[src/rtl/fpalu_scheduler_if.sv]
`timescale 1ns/1ps
// fpalu_scheduler_if
// Signal bundle between two requesters, the shared FPalu and the
// fpalu_scheduler that arbitrates between them.
//   req0_* / req1_* : valid/ready request channels (a, b, op)
//   rsp_*           : valid/ready response channel (id, data, flags)
//   alu_*           : operand/opcode/start towards the ALU, result and
//                     status flags back from it
// Modports:
//   slave  - the scheduler's view (takes requests, drives the ALU)
//   master - the environment's view (requesters, consumer, ALU)
interface fpalu_scheduler_if #(
    parameter int WIDTH = 32
);
    logic             req0_valid;
    logic             req0_ready;
    logic [WIDTH-1:0] req0_a;
    logic [WIDTH-1:0] req0_b;
    logic [2:0]       req0_op;

    logic             req1_valid;
    logic             req1_ready;
    logic [WIDTH-1:0] req1_a;
    logic [WIDTH-1:0] req1_b;
    logic [2:0]       req1_op;

    logic             rsp_valid;
    logic             rsp_ready;
    logic             rsp_id;
    logic [WIDTH-1:0] rsp_data;
    logic [4:0]       rsp_flags;

    logic [WIDTH-1:0] alu_a;
    logic [WIDTH-1:0] alu_b;
    logic [2:0]       alu_op;
    logic             alu_cin;
    logic             alu_start;
    logic [WIDTH-1:0] alu_out;
    logic             alu_busy;
    logic             alu_valid;
    logic             alu_ovf;
    logic             alu_unf;
    logic             alu_dbz;
    logic             alu_zbz;

    modport slave (
        input  req0_valid, req0_a, req0_b, req0_op,
        input  req1_valid, req1_a, req1_b, req1_op,
        input  rsp_ready,
        input  alu_out, alu_busy, alu_valid,
        input  alu_ovf, alu_unf, alu_dbz, alu_zbz,
        output req0_ready, req1_ready,
        output rsp_valid, rsp_id, rsp_data, rsp_flags,
        output alu_a, alu_b, alu_op, alu_cin, alu_start
    );

    modport master (
        output req0_valid, req0_a, req0_b, req0_op,
        output req1_valid, req1_a, req1_b, req1_op,
        output rsp_ready,
        output alu_out, alu_busy, alu_valid,
        output alu_ovf, alu_unf, alu_dbz, alu_zbz,
        input  req0_ready, req1_ready,
        input  rsp_valid, rsp_id, rsp_data, rsp_flags,
        input  alu_a, alu_b, alu_op, alu_cin, alu_start
    );
endinterface

[src/rtl/fpalu_scheduler.sv]
`timescale 1ns/1ps
// fpalu_scheduler
// Round-robin scheduler sharing one FPalu between two requesters. One
// operation is in flight at a time; the result returns on a single
// response channel tagged with the requester id.
// Ports:
//   clk    - clock, all state updates on the rising edge
//   rst_n  - asynchronous active-low reset
//   bus    - fpalu_scheduler_if.slave (request, response and ALU signals)
// Parameters:
//   WIDTH    - operand/result width
//   COMB_LAT - settle cycles for opcodes 000/001/010/100 (1..15)
//   TIMEOUT  - divide watchdog limit in cycles
// Optional feature:
//   FPALU_SCHED_TIMEOUT_EN - when defined, a divide that sees no alu_valid
//   within TIMEOUT cycles is answered with err=1 and data=0.
//
// state     | meaning
// ----------+----------------------------------------------------------
// S_IDLE    | waiting for a request, granted port's ready asserted
// S_ISSUE   | operands held; pulse alu_start (divide) or load settle count
// S_WAIT_C  | combinational op settling, counter runs down to 0
// S_WAIT_MC | divide in progress, waiting for alu_valid
// S_RESP    | response presented until rsp_ready
module fpalu_scheduler #(
    parameter int WIDTH    = 32,
    parameter int COMB_LAT = 2,
    parameter int TIMEOUT  = 64
) (
    input logic             clk,
    input logic             rst_n,
    fpalu_scheduler_if.slave bus
);

    typedef enum logic [2:0] {
        S_IDLE,
        S_ISSUE,
        S_WAIT_C,
        S_WAIT_MC,
        S_RESP
    } state_t;

    localparam logic [2:0] OP_DIV  = 3'b011;
    localparam logic [4:0] FLG_ERR = 5'b10000;

    state_t           state_q, state_d;
    logic             last_q, last_d;
    logic [WIDTH-1:0] a_q, a_d;
    logic [WIDTH-1:0] b_q, b_d;
    logic [2:0]       op_q, op_d;
    logic             id_q, id_d;
    logic [WIDTH-1:0] data_q, data_d;
    logic [4:0]       flags_q, flags_d;
    logic [3:0]       cnt_q, cnt_d;

    logic grant0, grant1;
    logic op_illegal;
    logic wd_expired;
    logic unused_busy;

    // Divide completion is sequenced on alu_valid alone.
    assign unused_busy = bus.alu_busy;

    // The port other than last_q wins when both are valid.
    assign grant0     = bus.req0_valid & (last_q | ~bus.req1_valid);
    assign grant1     = bus.req1_valid & ~grant0;
    assign op_illegal = op_q[2] & (|op_q[1:0]);

`ifdef FPALU_SCHED_TIMEOUT_EN
    localparam int WD_W = $clog2(TIMEOUT + 1);

    logic [WD_W-1:0] wd_q, wd_d;

    assign wd_expired = (wd_q == '0);

    always_comb begin
        wd_d = wd_q;
        if (state_q == S_ISSUE) begin
            wd_d = WD_W'(TIMEOUT - 1);
        end else if (state_q == S_WAIT_MC && !wd_expired) begin
            wd_d = wd_q - WD_W'(1);
        end
    end

    always_ff @(posedge clk or negedge rst_n) begin
        if (!rst_n) begin
            wd_q <= '0;
        end else begin
            wd_q <= wd_d;
        end
    end
`else
    localparam int unused_timeout = TIMEOUT;

    assign wd_expired = 1'b0;
`endif

    // State register
    always_ff @(posedge clk or negedge rst_n) begin
        if (!rst_n) begin
            state_q <= S_IDLE;
        end else begin
            state_q <= state_d;
        end
    end

    // Next-state logic
    always_comb begin
        state_d = state_q;
        unique case (state_q)
            S_IDLE: begin
                if (grant0 || grant1) state_d = S_ISSUE;
            end
            S_ISSUE: begin
                if (op_q == OP_DIV)  state_d = S_WAIT_MC;
                else if (op_illegal) state_d = S_RESP;
                else                 state_d = S_WAIT_C;
            end
            S_WAIT_C: begin
                if (cnt_q == 4'd0) state_d = S_RESP;
            end
            S_WAIT_MC: begin
                if (bus.alu_valid || wd_expired) state_d = S_RESP;
            end
            S_RESP: begin
                if (bus.rsp_ready) state_d = S_IDLE;
            end
            default: state_d = S_IDLE;
        endcase
    end

    // Outputs; readies are also forced low while reset is asserted so the
    // whole output set clears asynchronously.
    always_comb begin
        bus.req0_ready = rst_n & (state_q == S_IDLE) & grant0;
        bus.req1_ready = rst_n & (state_q == S_IDLE) & grant1;
        bus.rsp_valid  = (state_q == S_RESP);
        bus.alu_start  = (state_q == S_ISSUE) & (op_q == OP_DIV);
    end

    assign bus.alu_cin   = 1'b0;
    assign bus.alu_a     = a_q;
    assign bus.alu_b     = b_q;
    assign bus.alu_op    = op_q;
    assign bus.rsp_id    = id_q;
    assign bus.rsp_data  = data_q;
    assign bus.rsp_flags = flags_q;

    // Holding, result and counter next values
    always_comb begin
        last_d  = last_q;
        a_d     = a_q;
        b_d     = b_q;
        op_d    = op_q;
        id_d    = id_q;
        data_d  = data_q;
        flags_d = flags_q;
        cnt_d   = cnt_q;
        unique case (state_q)
            S_IDLE: begin
                if (grant0) begin
                    a_d  = bus.req0_a;
                    b_d  = bus.req0_b;
                    op_d = bus.req0_op;
                    id_d = 1'b0;
                end else if (grant1) begin
                    a_d  = bus.req1_a;
                    b_d  = bus.req1_b;
                    op_d = bus.req1_op;
                    id_d = 1'b1;
                end
            end
            S_ISSUE: begin
                cnt_d = 4'(COMB_LAT - 1);
                if (op_illegal) begin
                    data_d  = '0;
                    flags_d = FLG_ERR;
                end
            end
            S_WAIT_C: begin
                if (cnt_q == 4'd0) begin
                    data_d  = bus.alu_out;
                    flags_d = {1'b0, bus.alu_ovf, bus.alu_unf, bus.alu_dbz, bus.alu_zbz};
                end else begin
                    cnt_d = cnt_q - 4'd1;
                end
            end
            S_WAIT_MC: begin
                if (bus.alu_valid) begin
                    data_d  = bus.alu_out;
                    flags_d = {1'b0, bus.alu_ovf, bus.alu_unf, bus.alu_dbz, bus.alu_zbz};
                end else if (wd_expired) begin
                    data_d  = '0;
                    flags_d = FLG_ERR;
                end
            end
            S_RESP: begin
                if (bus.rsp_ready) last_d = id_q;
            end
            default: ;
        endcase
    end

    always_ff @(posedge clk or negedge rst_n) begin
        if (!rst_n) begin
            last_q  <= 1'b1;
            a_q     <= '0;
            b_q     <= '0;
            op_q    <= '0;
            id_q    <= 1'b0;
            data_q  <= '0;
            flags_q <= '0;
            cnt_q   <= '0;
        end else begin
            last_q  <= last_d;
            a_q     <= a_d;
            b_q     <= b_d;
            op_q    <= op_d;
            id_q    <= id_d;
            data_q  <= data_d;
            flags_q <= flags_d;
            cnt_q   <= cnt_d;
        end
    end

endmodule

[src/flat_wrapper.sv]
// flat-port wrapper written by rule: the top's interface ports become plain ports
module fpalu_scheduler_flat 
#(
    parameter int WIDTH    = 32,
    parameter int COMB_LAT = 2,
    parameter int TIMEOUT  = 64
)
  (clk, rst_n, bus_req0_valid, bus_req0_a, bus_req0_b, bus_req0_op, bus_req1_valid, bus_req1_a, bus_req1_b, bus_req1_op, bus_rsp_ready, bus_alu_out, bus_alu_busy, bus_alu_valid, bus_alu_ovf, bus_alu_unf, bus_alu_dbz, bus_alu_zbz, bus_req0_ready, bus_req1_ready, bus_rsp_valid, bus_rsp_id, bus_rsp_data, bus_rsp_flags, bus_alu_a, bus_alu_b, bus_alu_op, bus_alu_cin, bus_alu_start);
  fpalu_scheduler_if #(.WIDTH(WIDTH)) bus_i ();
  input logic clk;
  input logic rst_n;
  input wire logic [$bits(bus_i.req0_valid)-1:0] bus_req0_valid;
  input wire logic [$bits(bus_i.req0_a)-1:0] bus_req0_a;
  input wire logic [$bits(bus_i.req0_b)-1:0] bus_req0_b;
  input wire logic [$bits(bus_i.req0_op)-1:0] bus_req0_op;
  input wire logic [$bits(bus_i.req1_valid)-1:0] bus_req1_valid;
  input wire logic [$bits(bus_i.req1_a)-1:0] bus_req1_a;
  input wire logic [$bits(bus_i.req1_b)-1:0] bus_req1_b;
  input wire logic [$bits(bus_i.req1_op)-1:0] bus_req1_op;
  input wire logic [$bits(bus_i.rsp_ready)-1:0] bus_rsp_ready;
  input wire logic [$bits(bus_i.alu_out)-1:0] bus_alu_out;
  input wire logic [$bits(bus_i.alu_busy)-1:0] bus_alu_busy;
  input wire logic [$bits(bus_i.alu_valid)-1:0] bus_alu_valid;
  input wire logic [$bits(bus_i.alu_ovf)-1:0] bus_alu_ovf;
  input wire logic [$bits(bus_i.alu_unf)-1:0] bus_alu_unf;
  input wire logic [$bits(bus_i.alu_dbz)-1:0] bus_alu_dbz;
  input wire logic [$bits(bus_i.alu_zbz)-1:0] bus_alu_zbz;
  output wire logic [$bits(bus_i.req0_ready)-1:0] bus_req0_ready;
  output wire logic [$bits(bus_i.req1_ready)-1:0] bus_req1_ready;
  output wire logic [$bits(bus_i.rsp_valid)-1:0] bus_rsp_valid;
  output wire logic [$bits(bus_i.rsp_id)-1:0] bus_rsp_id;
  output wire logic [$bits(bus_i.rsp_data)-1:0] bus_rsp_data;
  output wire logic [$bits(bus_i.rsp_flags)-1:0] bus_rsp_flags;
  output wire logic [$bits(bus_i.alu_a)-1:0] bus_alu_a;
  output wire logic [$bits(bus_i.alu_b)-1:0] bus_alu_b;
  output wire logic [$bits(bus_i.alu_op)-1:0] bus_alu_op;
  output wire logic [$bits(bus_i.alu_cin)-1:0] bus_alu_cin;
  output wire logic [$bits(bus_i.alu_start)-1:0] bus_alu_start;
  assign bus_i.req0_valid = bus_req0_valid;
  assign bus_i.req0_a = bus_req0_a;
  assign bus_i.req0_b = bus_req0_b;
  assign bus_i.req0_op = bus_req0_op;
  assign bus_i.req1_valid = bus_req1_valid;
  assign bus_i.req1_a = bus_req1_a;
  assign bus_i.req1_b = bus_req1_b;
  assign bus_i.req1_op = bus_req1_op;
  assign bus_i.rsp_ready = bus_rsp_ready;
  assign bus_i.alu_out = bus_alu_out;
  assign bus_i.alu_busy = bus_alu_busy;
  assign bus_i.alu_valid = bus_alu_valid;
  assign bus_i.alu_ovf = bus_alu_ovf;
  assign bus_i.alu_unf = bus_alu_unf;
  assign bus_i.alu_dbz = bus_alu_dbz;
  assign bus_i.alu_zbz = bus_alu_zbz;
  assign bus_req0_ready = bus_i.req0_ready;
  assign bus_req1_ready = bus_i.req1_ready;
  assign bus_rsp_valid = bus_i.rsp_valid;
  assign bus_rsp_id = bus_i.rsp_id;
  assign bus_rsp_data = bus_i.rsp_data;
  assign bus_rsp_flags = bus_i.rsp_flags;
  assign bus_alu_a = bus_i.alu_a;
  assign bus_alu_b = bus_i.alu_b;
  assign bus_alu_op = bus_i.alu_op;
  assign bus_alu_cin = bus_i.alu_cin;
  assign bus_alu_start = bus_i.alu_start;
  fpalu_scheduler #(.WIDTH(WIDTH), .COMB_LAT(COMB_LAT), .TIMEOUT(TIMEOUT)) u_core (.clk(clk), .rst_n(rst_n), .bus(bus_i));
endmodule
[config.mk]
export PLATFORM = sky130hd
export DESIGN_NAME = fpalu_scheduler_flat
export DESIGN_NICKNAME = d
export VERILOG_FILES = /design/src/rtl/fpalu_scheduler_if.sv /design/src/rtl/fpalu_scheduler.sv /design/src/flat_wrapper.sv
export SDC_FILE = /design/constraint.sdc
export NUM_CORES = 1
export LEC_CHECK = 0
export BUFFER_PORTS_ARGS = -buffer_cell sky130_fd_sc_hd__buf_2
export CAP_MARGIN = 10
export CORE_MARGIN = 4
export CORE_UTILIZATION = 40
export CTS_BUF_LIST = sky130_fd_sc_hd__clkbuf_4
export DETAILED_ROUTE_END_ITERATION = 12
export PLACE_DENSITY = 0.81
export SYNTH_ARGS = -nofsm -noshare
export SYNTH_HDL_FRONTEND = slang
export SYNTH_SLANG_ARGS = --single-unit
[constraint.sdc]
create_clock -name clk -period 3.04 [get_ports clk]
set_input_delay 0.912 -clock clk [delete_from_list [all_inputs] [get_ports clk]]
set_output_delay 0.912 -clock clk [all_outputs]
set_load 0.02 [all_outputs]
==> out/results.tsv <==
metric	value	unit
wl_per_cell	18.6	um
root_buffer	clkbuf_4	
post_cts_buffers	0	
met2_usage	36.2	%
max_freq	351	MHz
nNetsFinal	1041	
grt_start_max_net_pins	135	
utilization	53.4	%
yosysUniqueCellTypes	44	
avgSynthCellArea	9.74	um^2
synth.mux.area_fraction	0.686	%
drcViolationCount	0	
postCtsHoldBufs	0	
die_y	131	um
synth_top_family_by_area	compound AO/OA/AOI/OAI gates	
worst_setup_path_end_kind	output port	
drt-total-wl	19.8	mm
fin_ws	0.189	ns
r2r_start	u_core.cnt_q[0]	
hold-worst-slack	0.405	ns
grtUsageMet1	28.5	%
synth_area	6020	um^2
seq_area_frac_synth	47.0	%
start_util	41.1	%
cts_tree	done	
cap_violations	0	
slew-limit-headroom	34.6	%
setup_violations	0	
vias_per_cell	5.74	
combPwrFrac	52.2	%
power.internal	4.73	mW
layout_min_cycle_time	2.85	ns
yosysWarnings	0	
synth_cells	618	
cts.reportedPaths.clkPinSlew	0.12	ns
place_hpwl	13.3	mm
drtIter0Drc	352	
clk_path_buf_depth	2	
grt_antenna_before_repair	2	
finalCritPeriodShare	93.8	%
grt_pass1_wl	29.9	mm
gp_congestion	0.810	
fin_setup_tns	0	ns
fill_cells	1358	
synth-xor-area-share	0	%
die-area	17100	um^2
cp.arrival	1.94	ns
track_usage	22.2	%
fin_skew	0.0191	ns
numCtsBuffers	17	
synthSimpleGateAreaFrac	15.2	%
hold_class	in2async	
slew_viol_final	0	
insertion_delay	0.53	ns
status	finished clean	
rsz0062_at_grt	false	
drive_gt1_share	39.1	%
grt_use_met3	7.28	%
critical_path_class	reg2out	
grt_pass1_vias	5608	
syn-num-nets	797	
drt_first_pass_iters	5	
hold_viol_final	0	
row_count	44	
worst-path-max-fanout	9	
top_usage_layer	met2	
p_per_area	1100	nW/um^2
crit_path_start	u_core.state_q[1]	
syn_to_final_growth	30.0	%
htreeDepth	4	
vias	6085	
io_pins	287	
p_leak	3.61	nW
required	2.13	ns
peakVddDrop	0.482	mV
async_flop_share	100	%
p_clk_share	14.9	%
synth_edf_count	0	
worst_pin_slew	0.980	ns
synthFlopType	dfrtp_1	
switching_share	45.0	%
seq_power_share	32.9	%
ant_nets	0	
cts_sinks	113	
die_w	131	um
synth_fa_ha_area_share	0.416	%
netSwitchingPower	3.88	mW
preCtsSetupSlack	0.431	ns
core	14600	um^2
portBuffers	284	
grt.overflow.total	0	
cp-start-kind	flip-flop	
ys_ff_latch	113	
synth_compound_area_share	31.0	%
==> registers in the layout (all words and copies together), names as in the netlist <==
name / flops
u_core.bus.alu_b: 32
u_core.bus.rsp_id: 1
u_core.last_q: 1
u_core.bus.alu_op: 3
u_core.bus.rsp_data: 32
u_core.bus.rsp_flags: 5
u_core.bus.alu_a: 32
u_core.state_q: 3
u_core.cnt_q: 4
==> worst max-delay path, cell delays in order, from the launching register on <==
cell and delay [ns]:
dfrtp_1 0.51, or3b_2 0.60, nor2_1 0.14, buf_2 0.18
==> timing repair <==
action                                  4_1_cts  5_1_grt
hold endpoints to repair                      0        0
endpoints found under the setup margin        0        1
gates resized for setup                       0        1
==> per-layer routing <==
metal | vias up | wire length, um
met5 | - | 13
met4 | 2 | 201
met2 | 287 | 9720
li1 | 2852 | -
met1 | 2923 | 7940
met3 | 21 | 1900
==> placed cells by master, fill, tap and decap left out, types with 2 or more instances in the layout <==
| cell type | netlist | final |
|---|---|---|
| nor2b_1 | 37 | 36 |
| ha_1 | 2 | 2 |
| a21oi_1 | 71 | 71 |
| a221o_1 | 36 | 36 |
| nand3b_1 | 69 | 69 |
| buf_4 | 2 | 16 |
| buf_2 | 9 | 283 |
| clkinv_2 | 0 | 3 |
| a31oi_1 | 67 | 67 |
| nand2_1 | 4 | 4 |
| bufinv_16 | 0 | 4 |
| a22o_1 | 36 | 36 |
| clkinvlp_4 | 0 | 3 |
| or3_1 | 2 | 2 |
| mux2i_1 | 3 | 3 |
| nor2_1 | 2 | 2 |
| nand2b_1 | 3 | 3 |
| nor3b_1 | 3 | 3 |
| dfrtp_1 | 112 | 111 |
| inv_1 | 5 | 4 |
| clkinv_1 | 0 | 2 |
| clkbuf_4 | 0 | 18 |
| o21ai_0 | 68 | 68 |
| inv_6 | 0 | 2 |
==> cell type report <==
type                       count  area (um^2)  area share [%]
multi-input combinational    425         2860            36.6
sequential                   113         2830            36.2
timing repair buffer         300         1560            19.9
tap                          184          230            2.94
clock inverter                14          188            2.40
clock buffer                  18          135            1.73
inverter                       5         18.8           0.240
antenna                        1         2.50          0.0320
==> path summary, 6_finish.rpt <==
kind                            depth (start not counted)  slack, ns                endpoint
worst max register to register                          6       0.92  u_core.bus.rsp_data[6]
worst min register to register                          1       0.48         u_core.cnt_q[0]
worst max-delay path                                    3       0.19           bus_alu_start
min in group clk                                        1       0.48         u_core.cnt_q[0]
max in group asynchronous                               2       2.08  u_core.bus.rsp_data[6]
worst min-delay path                                    2       0.40         u_core.cnt_q[3]
==> synthesized netlist by cell type, types with 3 or more instances <==
cell,n,area [um^2]
dfrtp_1,112,2800
a21oi_1,71,355
nand3b_1,69,518
o21ai_0,68,340
a31oi_1,67,419
clkbuf_1,60,225
nor2b_1,37,231
a221o_1,36,360
a22o_1,36,315
buf_2,9,45.0
inv_1,5,18.8
nand2_1,4,15.0
buf_6,3,33.8
mux2i_1,3,30.0
nand2b_1,3,18.8
nor3b_1,3,22.5
==> per-stage QoR <==
| step | instance area, um^2 | cells | power (mW) |
|---|---|---|---|
| detailed placement | 7500 | 1027 | 7.36 |
| floorplan | 6020 | 618 | 5.89 |
| global placement | 7500 | 1027 | 7.22 |
| global route | 7820 | 1060 | 9.20 |
| CTS | 7820 | 1059 | 8.66 |
| finish | 7820 | 1060 | 8.61 |
==> kinds of logic after synthesis <==
family                     after synthesis
AOI/OAI and AO/OA                      287
and+or+nand+nor                        131
DFF                                    113
buffers and inverters                   80
muxes                                    4
adders and majority gates                2
other                                    1
==> power groups by stage <==
stage / sequential, mW / clock, mW / combinational, mW
5_1_grt: 2.94 / 1.39 / 4.88
2_1_floorplan: 3.58 / 0 / 2.31
6_report: 2.83 / 1.28 / 4.49
3_5_place_dp: 2.84 / 0 / 4.52
4_1_cts: 2.83 / 1.31 / 4.52
3_3_place_gp: 2.81 / 0 / 4.41
Power figures use the tool's default switching activity.
